$ cat config.mk
export PLATFORM = sky130hd
export DESIGN_NAME = dac_frame_scheduler_flat
export DESIGN_NICKNAME = d
export VERILOG_FILES = /design/src/rtl/dac_frame_scheduler_pkg.sv /design/src/rtl/dac_frame_scheduler_if.sv /design/src/rtl/dac_frame_scheduler_rr_arbiter.sv /design/src/rtl/dac_frame_scheduler.sv /design/src/flat_wrapper.sv
export SDC_FILE = /design/constraint.sdc
export NUM_CORES = 1
export LEC_CHECK = 0
export CAP_MARGIN = 25
export CORE_MARGIN = 2
export CORE_UTILIZATION = 50
export CTS_CLUSTER_DIAMETER = 60
export CTS_CLUSTER_SIZE = 10
export DETAILED_ROUTE_END_ITERATION = 12
export DONT_BUFFER_PORTS = 1
export GPL_TIMING_DRIVEN = 0
export SETUP_SLACK_MARGIN = 0.05
export SLEW_MARGIN = 15
export SYNTH_ARGS = -nofsm -noshare
export SYNTH_HDL_FRONTEND = slang
export SYNTH_HIERARCHICAL = 1
export SYNTH_SLANG_ARGS = --single-unit
$ cat constraint.sdc
create_clock -name clk -period 8.2 [get_ports clk]
set_input_delay 1.64 -clock clk [delete_from_list [all_inputs] [get_ports clk]]
set_output_delay 1.64 -clock clk [all_outputs]
set_load 0.01 [all_outputs]
$ cat src/rtl/dac_frame_scheduler_pkg.sv
// Shared types and frame layout for the DAC frame scheduler.
// Frame word: {ch[1:0], ctrl[1:0], sample[11:0]}.
package dac_frame_scheduler_pkg;

  typedef enum logic [2:0] {
    S_IDLE,
    S_LOAD,
    S_SHIFT,
    S_HOLD,
    S_DONE
  } state_t;

  localparam int FRAME_W  = 16;
  localparam int CH_MSB   = 15;
  localparam int CTRL_MSB = 13;
  localparam int DATA_MSB = 11;

  function automatic logic [FRAME_W-1:0] build_frame(
    input logic [1:0]        ch,
    input logic [1:0]        ctrl,
    input logic [DATA_MSB:0] smp
  );
    logic [FRAME_W-1:0] f;
    f                  = '0;
    f[CH_MSB -: 2]     = ch;
    f[CTRL_MSB -: 2]   = ctrl;
    f[DATA_MSB:0]      = smp;
    return f;
  endfunction

endpackage

$ cat src/rtl/dac_frame_scheduler_if.sv
// Requester + serializer bundle of the DAC frame scheduler.
// slave: scheduler side; master: requester/serializer side.
interface dac_frame_scheduler_if #(
  parameter int NUM_CH = 4,
  parameter int DATA_W = 12
);
  logic                     key_state;
  logic [NUM_CH-1:0]        req;
  logic [NUM_CH*DATA_W-1:0] sample;
  logic [NUM_CH-1:0]        ack;
  logic                     busy;
  logic                     en_dac;
  logic [15:0]              data_sdi;
  logic                     cs;
  logic                     sck;
  logic [4:0]               cnt_sck;

  modport slave (
    input  key_state, req, sample,
    output ack, busy, en_dac, data_sdi,
    output cs, sck, cnt_sck
  );

  modport master (
    output key_state, req, sample,
    input  ack, busy, en_dac, data_sdi,
    input  cs, sck, cnt_sck
  );
endinterface

$ cat src/rtl/dac_frame_scheduler_rr_arbiter.sv
// Combinational round-robin pick: first req at/after i_ptr.
// Ports: i_req, i_ptr -> o_valid, o_gnt (one-hot), o_idx.
module dac_frame_scheduler_rr_arbiter #(
  parameter int NUM_CH = 4,
  parameter int IDX_W  = $clog2(NUM_CH)
) (
  input  logic [NUM_CH-1:0] i_req,
  input  logic [IDX_W-1:0]  i_ptr,
  output logic              o_valid,
  output logic [NUM_CH-1:0] o_gnt,
  output logic [IDX_W-1:0]  o_idx
);

  logic [IDX_W-1:0] w_pos;

  // Scan from the farthest offset down so the
  // nearest hit to the pointer wins.
  always_comb begin
    o_valid = 1'b0;
    o_gnt   = '0;
    o_idx   = '0;
    w_pos   = '0;
    for (int i = NUM_CH - 1; i >= 0; i--) begin
      w_pos = i_ptr + IDX_W'(i);
      if (i_req[w_pos]) begin
        o_valid      = 1'b1;
        o_idx        = w_pos;
        o_gnt        = '0;
        o_gnt[w_pos] = 1'b1;
      end
    end
  end

endmodule

$ cat src/rtl/dac_frame_scheduler.sv
// Round-robin scheduler sharing one 16-bit DAC serializer.
// Ports: clk, rst_n, bus (req/sample/key_state in; ack/busy/en_dac/data_sdi/cs/sck/cnt_sck out).
module dac_frame_scheduler
  import dac_frame_scheduler_pkg::*;
#(
  parameter int         NUM_CH   = 4,
  parameter int         DATA_W   = 12,
  parameter logic [1:0] CTRL     = 2'b01,
  parameter int         SCK_HALF = 2,
  parameter int         GAP_CYC  = 12
) (
  input logic                  clk,
  input logic                  rst_n,
  dac_frame_scheduler_if.slave bus
);

  localparam int IDX_W  = $clog2(NUM_CH);
  localparam int HALF_W = $clog2(SCK_HALF);
  localparam int GAP_W  = $clog2(GAP_CYC + 1);

  state_t r_state, w_next;

  logic [IDX_W-1:0]   r_ptr;
  logic [IDX_W-1:0]   r_gidx;
  logic [NUM_CH-1:0]  r_gnt;
  logic [HALF_W-1:0]  r_half;
  logic               r_sck_hi;
  logic [4:0]         r_cnt;
  logic [GAP_W-1:0]   r_gap;
  logic [FRAME_W-1:0] r_frame;

  logic               w_gvalid;
  logic [NUM_CH-1:0]  w_gnt;
  logic [IDX_W-1:0]   w_gidx;
  logic [1:0]         w_ch;
  logic [DATA_W-1:0]  w_samp [NUM_CH];
  logic               w_half_end;
  logic               w_shift_end;
  logic               w_gap_end;
  logic               w_grant;

  for (genvar gi = 0; gi < NUM_CH; gi++) begin : g_samp
    assign w_samp[gi] = bus.sample[gi*DATA_W +: DATA_W];
  end

  dac_frame_scheduler_rr_arbiter #(
    .NUM_CH (NUM_CH),
    .IDX_W  (IDX_W)
  ) u_arb (
    .i_req   (bus.req),
    .i_ptr   (r_ptr),
    .o_valid (w_gvalid),
    .o_gnt   (w_gnt),
    .o_idx   (w_gidx)
  );

  assign w_ch       = 2'(w_gidx);
  assign w_half_end = (r_half == HALF_W'(SCK_HALF - 1));
  // Last high->low edge of sck: bit 16 completes.
  assign w_shift_end = w_half_end && r_sck_hi
                    && (r_cnt == 5'd15);
  assign w_gap_end  = (r_gap == GAP_W'(GAP_CYC - 1));
  assign w_grant    = (r_state == S_IDLE)
                   && (w_next == S_LOAD);

  always_ff @(posedge clk or negedge rst_n) begin
    if (!rst_n) r_state <= S_IDLE;
    else        r_state <= w_next;
  end

  always_comb begin
    w_next = r_state;
    if (!bus.key_state) begin
      w_next = S_IDLE;
    end else begin
      unique case (r_state)
        S_IDLE:  if (w_gvalid) w_next = S_LOAD;
        S_LOAD:  w_next = S_SHIFT;
        S_SHIFT: if (w_shift_end) w_next = S_HOLD;
        S_HOLD:  if (w_gap_end) w_next = S_DONE;
        S_DONE:  w_next = S_IDLE;
        default: w_next = S_IDLE;
      endcase
    end
  end

  always_ff @(posedge clk or negedge rst_n) begin
    if (!rst_n) begin
      r_ptr    <= '0;
      r_gidx   <= '0;
      r_gnt    <= '0;
      r_half   <= '0;
      r_sck_hi <= 1'b0;
      r_cnt    <= '0;
      r_gap    <= '0;
      r_frame  <= '0;
    end else begin
      if (w_grant) begin
        r_gidx  <= w_gidx;
        r_gnt   <= w_gnt;
        r_frame <= build_frame(w_ch, CTRL,
                               w_samp[w_gidx]);
      end
      if (r_state == S_DONE)
        r_ptr <= r_gidx + IDX_W'(1);
      if (r_state == S_SHIFT && w_next == S_SHIFT) begin
        if (w_half_end) begin
          r_half   <= '0;
          r_sck_hi <= ~r_sck_hi;
        end else begin
          r_half <= r_half + HALF_W'(1);
        end
      end else begin
        r_half   <= '0;
        r_sck_hi <= 1'b0;
      end
      if (w_next == S_IDLE || w_next == S_LOAD)
        r_cnt <= '0;
      else if (r_state == S_SHIFT && w_half_end
               && r_sck_hi)
        r_cnt <= r_cnt + 5'd1;
      if (r_state == S_HOLD && w_next == S_HOLD)
        r_gap <= r_gap + GAP_W'(1);
      else
        r_gap <= '0;
    end
  end

  always_comb begin
    bus.en_dac   = (r_state == S_LOAD);
    bus.cs       = (r_state != S_SHIFT);
    bus.sck      = (r_state == S_SHIFT) && r_sck_hi;
    bus.busy     = (r_state != S_IDLE);
    bus.ack      = (r_state == S_DONE) ? r_gnt : '0;
    bus.data_sdi = r_frame;
    bus.cnt_sck  = r_cnt;
  end

endmodule
$ cat src/flat_wrapper.sv
// flat-port wrapper written by rule: the top's interface ports become plain ports
module dac_frame_scheduler_flat import dac_frame_scheduler_pkg::*;
#(
  parameter int         NUM_CH   = 4,
  parameter int         DATA_W   = 12,
  parameter logic [1:0] CTRL     = 2'b01,
  parameter int         SCK_HALF = 2,
  parameter int         GAP_CYC  = 12
)
  (clk, rst_n, bus_key_state, bus_req, bus_sample, bus_ack, bus_busy, bus_en_dac, bus_data_sdi, bus_cs, bus_sck, bus_cnt_sck);
  dac_frame_scheduler_if #(.NUM_CH(NUM_CH), .DATA_W(DATA_W)) bus_i ();
  input logic clk;
  input logic rst_n;
  input wire logic [$bits(bus_i.key_state)-1:0] bus_key_state;
  input wire logic [$bits(bus_i.req)-1:0] bus_req;
  input wire logic [$bits(bus_i.sample)-1:0] bus_sample;
  output wire logic [$bits(bus_i.ack)-1:0] bus_ack;
  output wire logic [$bits(bus_i.busy)-1:0] bus_busy;
  output wire logic [$bits(bus_i.en_dac)-1:0] bus_en_dac;
  output wire logic [$bits(bus_i.data_sdi)-1:0] bus_data_sdi;
  output wire logic [$bits(bus_i.cs)-1:0] bus_cs;
  output wire logic [$bits(bus_i.sck)-1:0] bus_sck;
  output wire logic [$bits(bus_i.cnt_sck)-1:0] bus_cnt_sck;
  assign bus_i.key_state = bus_key_state;
  assign bus_i.req = bus_req;
  assign bus_i.sample = bus_sample;
  assign bus_ack = bus_i.ack;
  assign bus_busy = bus_i.busy;
  assign bus_en_dac = bus_i.en_dac;
  assign bus_data_sdi = bus_i.data_sdi;
  assign bus_cs = bus_i.cs;
  assign bus_sck = bus_i.sck;
  assign bus_cnt_sck = bus_i.cnt_sck;
  dac_frame_scheduler #(.NUM_CH(NUM_CH), .DATA_W(DATA_W), .CTRL(CTRL), .SCK_HALF(SCK_HALF), .GAP_CYC(GAP_CYC)) u_core (.clk(clk), .rst_n(rst_n), .bus(bus_i));
endmodule
==> flow_summary.yaml <==
power:
  pwr-share-seq_pct: 50.7
  switchingPower_w: 0.000161
  p_per_area_nw_per_um2: 202
  leakagePower_nw: 1.04
  power_frac_comb_pct: 25.4
  p_clk_share_pct: 23.9
  p_int_w: 0.000348
  max-vdd-ir-drop_uv: 118
  power.share.switching_pct: 31.7
yosys:
  synth.ff_latch_count: 35
  synth_mux_area_share_pct: 26.0
  syn_area_um2: 2360
  synth_nets: 264
  yosys.area_share.simple_pct: 15.1
  synth_area_per_cell_um2: 11.9
  synth.distinct_cells: 49
  ys.warnings.count: 6
  synth_compound_area_share_pct: 8.94
  synthCells: 198
  synth-xor-area-share_pct: 2.59
  ys_seq_area_share_pct: 37.0
  synth_edf_count: 0
  synth-adder-area-share_pct: 5.82
  synthArstFlopShare_pct: 100
  ys_dominant_reg_cell: "dfrtp_1"
  synth_top_family_by_area: "multiplexers"
global_route:
  track_usage_pct: 19.3
  grt_max_degree: 36
  antenna_found_initial: 0
  grt_pass1_wl_um: 7680
  grt-ovfl-total: 0
  grt_pass1_vias: 1601
floorplan:
  die_x_um: 72.8
  chipHeight_um: 72.8
  dieArea_um2: 5300
  core_area_um2: 4630
  ioPinCount: 84
  rows: 25
  initial_core_util_pct: 51.1
place:
  gp_congestion: 0.807
  post_dp_cell_area_um2: 2430
  dp_hpwl_um: 3950
  io_buffer_count: 0
hold_path:
  min_delay_path_depth: 1
  hold_class: "reg2reg"
  holdPathEnd: "u_core/r_gap[0]"
  hp-start: "u_core/r_gap[0]"
setup_path:
  reg2reg_depth: 10
  rr_startpoint: "u_core/r_ptr[0]"
  rrSetupSlack_ns: 4.48
  cp-end-kind: "register"
  worst_r2r_endpoint: "u_core/bus.data_sdi[5]"
  critPathKind: "in2reg"
  start_kind: "input port"
  worstPathArrival_ns: 4.24
  crit_fanout: 10
  cp.required_ns: 8.37
timing:
  fin_skew_ns: 0.00837
  layout_min_cycle_time_ns: 4.07
  timing.slew.headroom_pct: 53.9
  slew_viol_final: 0
  finalHoldViolCount: 0
  finalSetupViolCount: 0
  fin_tns_setup_ns: 0
  rsz0062_at_grt: "no"
  period_share_pct: 49.6
  fmax_mhz: 246
  tightestPinTransition_ns: 0.686
  whs_ns: 0.465
clock_tree:
  clk-insertion-delay-late_ns: 0.29
  cts_setup_buffers: 0
  ctsHoldBuffers: 0
  post_cts_resized: 0
  root_buffer: "clkbuf_8"
  clockBufferDepth: 2
  cts_buffers: 5
  clkSinkCount: 35
  cts-htree-levels: 2
  tritoncts: "done"
  clk_pin_slew_ns: 0.07
cells_and_area:
  insertedDiodeCount: 0
  synthToLayoutAreaGrowth_pct: 6.45
  drive_above_1_share_pct: 28.6
  nNetsFinal: 271
  final_common_cell: "dfrtp_1"
  fill_cells: 386
  layout_common_cells: "dfrtp_1 (35), nor2_1 (18), mux4_2 (14)"
  fin_area_um2: 2520
routing:
  dr.pass1.iters: 4
  vias: 1628
  drt_iter0_markers: 70
  ant_nets: 0
  drc: 0
  wl_per_cell_um: 19.3
  post_drt_via_cell_ratio: 6.26
  drt_wl_total_um: 5020
run:
  cap_viol_max_count: 0
outcome:
  status: "finished, final reports clean"
[through the flow]
| stage | util (%) | total power, W | std cells | setup slack [ns] |
|---|---|---|---|---|
| detailed placement | 52.5 | 0.000392 | 252 | 3.81 |
| global placement | 52.5 | 0.000385 | 252 | 3.87 |
| global route | 54.4 | 0.000536 | 260 | 4.03 |
| CTS | 54.4 | 0.000515 | 260 | 4.11 |
| finish | 54.4 | 0.000509 | 260 | 4.13 |
| floorplan | - | 0.000363 | 198 | 4.07 |
[worst max-delay path, stage by stage]
cell	delay [ns]
buf_6	0.11
mux4_2	0.49
o211a_1	0.14
nor3_1	0.59
buf_2	0.43
mux4_2	0.56
mux2_4	0.28
[cell usage after synthesis, drive strengths merged, types with 2 or more instances]
library cell,instances,area (µm²)
xnor2,6,52.6
mux2i,2,36.3
o21ai,7,35.0
mux2,20,263
nand2b,3,21.3
buf,8,71.3
a22oi,4,30.0
a21oi,5,25.0
nor3,5,25.0
nor2,20,85.1
nor2b,3,26.3
dfrtp,35,876
nand2,11,41.3
inv,6,27.5
ha,11,138
nand4,4,25.0
nor3b,2,15.0
nand3,4,20.0
a31oi,4,25.0
and3,6,37.5
mux4,14,315
[per-layer routing]
| layer | up-vias | track usage, % | wire length [µm] |
|---|---|---|---|
| met3 | 20 | 7.60 | 359 |
| met2 | 75 | 31.1 | 2540 |
| met1 | 782 | 23.1 | 2000 |
| met4 | 0 | 8.02 | 118 |
| met5 | - | 0 | 0 |
| li1 | 751 | - | - |
[cell type report]
class / instances / area, µm² / share of cell area, %
multi-input combinational: 148 / 1390 / 55.1
sequential: 35 / 876 / 34.8
buffer: 9 / 75.1 / 2.98
clock buffer: 6 / 72.6 / 2.88
tap: 54 / 67.6 / 2.68
inverter: 6 / 27.5 / 1.09
clock inverter: 2 / 12.5 / 0.497
[kinds of logic after synthesis]
| group | after synthesis |
|---|---|
| adder cells (fa/ha/maj) | 11 |
| buffers and inverters | 15 |
| XOR/XNOR | 7 |
| flip-flops | 35 |
| AND/OR/NAND/NOR | 66 |
| multiplexers | 36 |
| other | 1 |
| AO/OA/AOI/OAI | 27 |
[state kept, by name, indices dropped and copies added (netlist names)]
signal               cells
u_core/r_sck_hi          1
u_core/r_gap             4
u_core/bus.data_sdi     13
u_core/r_half            1
u_core/r_gidx            2
u_core/bus.cnt_sck       5
u_core/r_gnt             4
u_core/r_state           3
u_core/r_ptr             2
[worst max-delay path by stage]
| stage | from | endpoint | slack [ns] |
|---|---|---|---|
| 2_1_floorplan | bus_req[1] | u_core/bus.data_sdi[10] | 4.07 |
| 3_3_place_gp | bus_req[1] | u_core/bus.data_sdi[9] | 3.87 |
| 3_5_place_dp | bus_req[1] | u_core/bus.data_sdi[5] | 3.81 |
| 4_1_cts | bus_req[1] | u_core/bus.data_sdi[5] | 4.11 |
| 5_1_grt | bus_req[1] | u_core/bus.data_sdi[5] | 4.03 |
| 6_report | bus_req[1] | u_core/bus.data_sdi[5] | 4.13 |
[power by group through the flow]
stage	combinational [W]	sequential, W	clock [W]
final	0.000129	0.000258	0.000122
after CTS	0.000130	0.000259	0.000126
after detailed placement	0.000130	0.000262	0
after global placement	0.000124	0.000261	0
after floorplan	0.000114	0.000249	0
after global routing	0.000139	0.000264	0.000133
(Power assumes the default switching activity.)
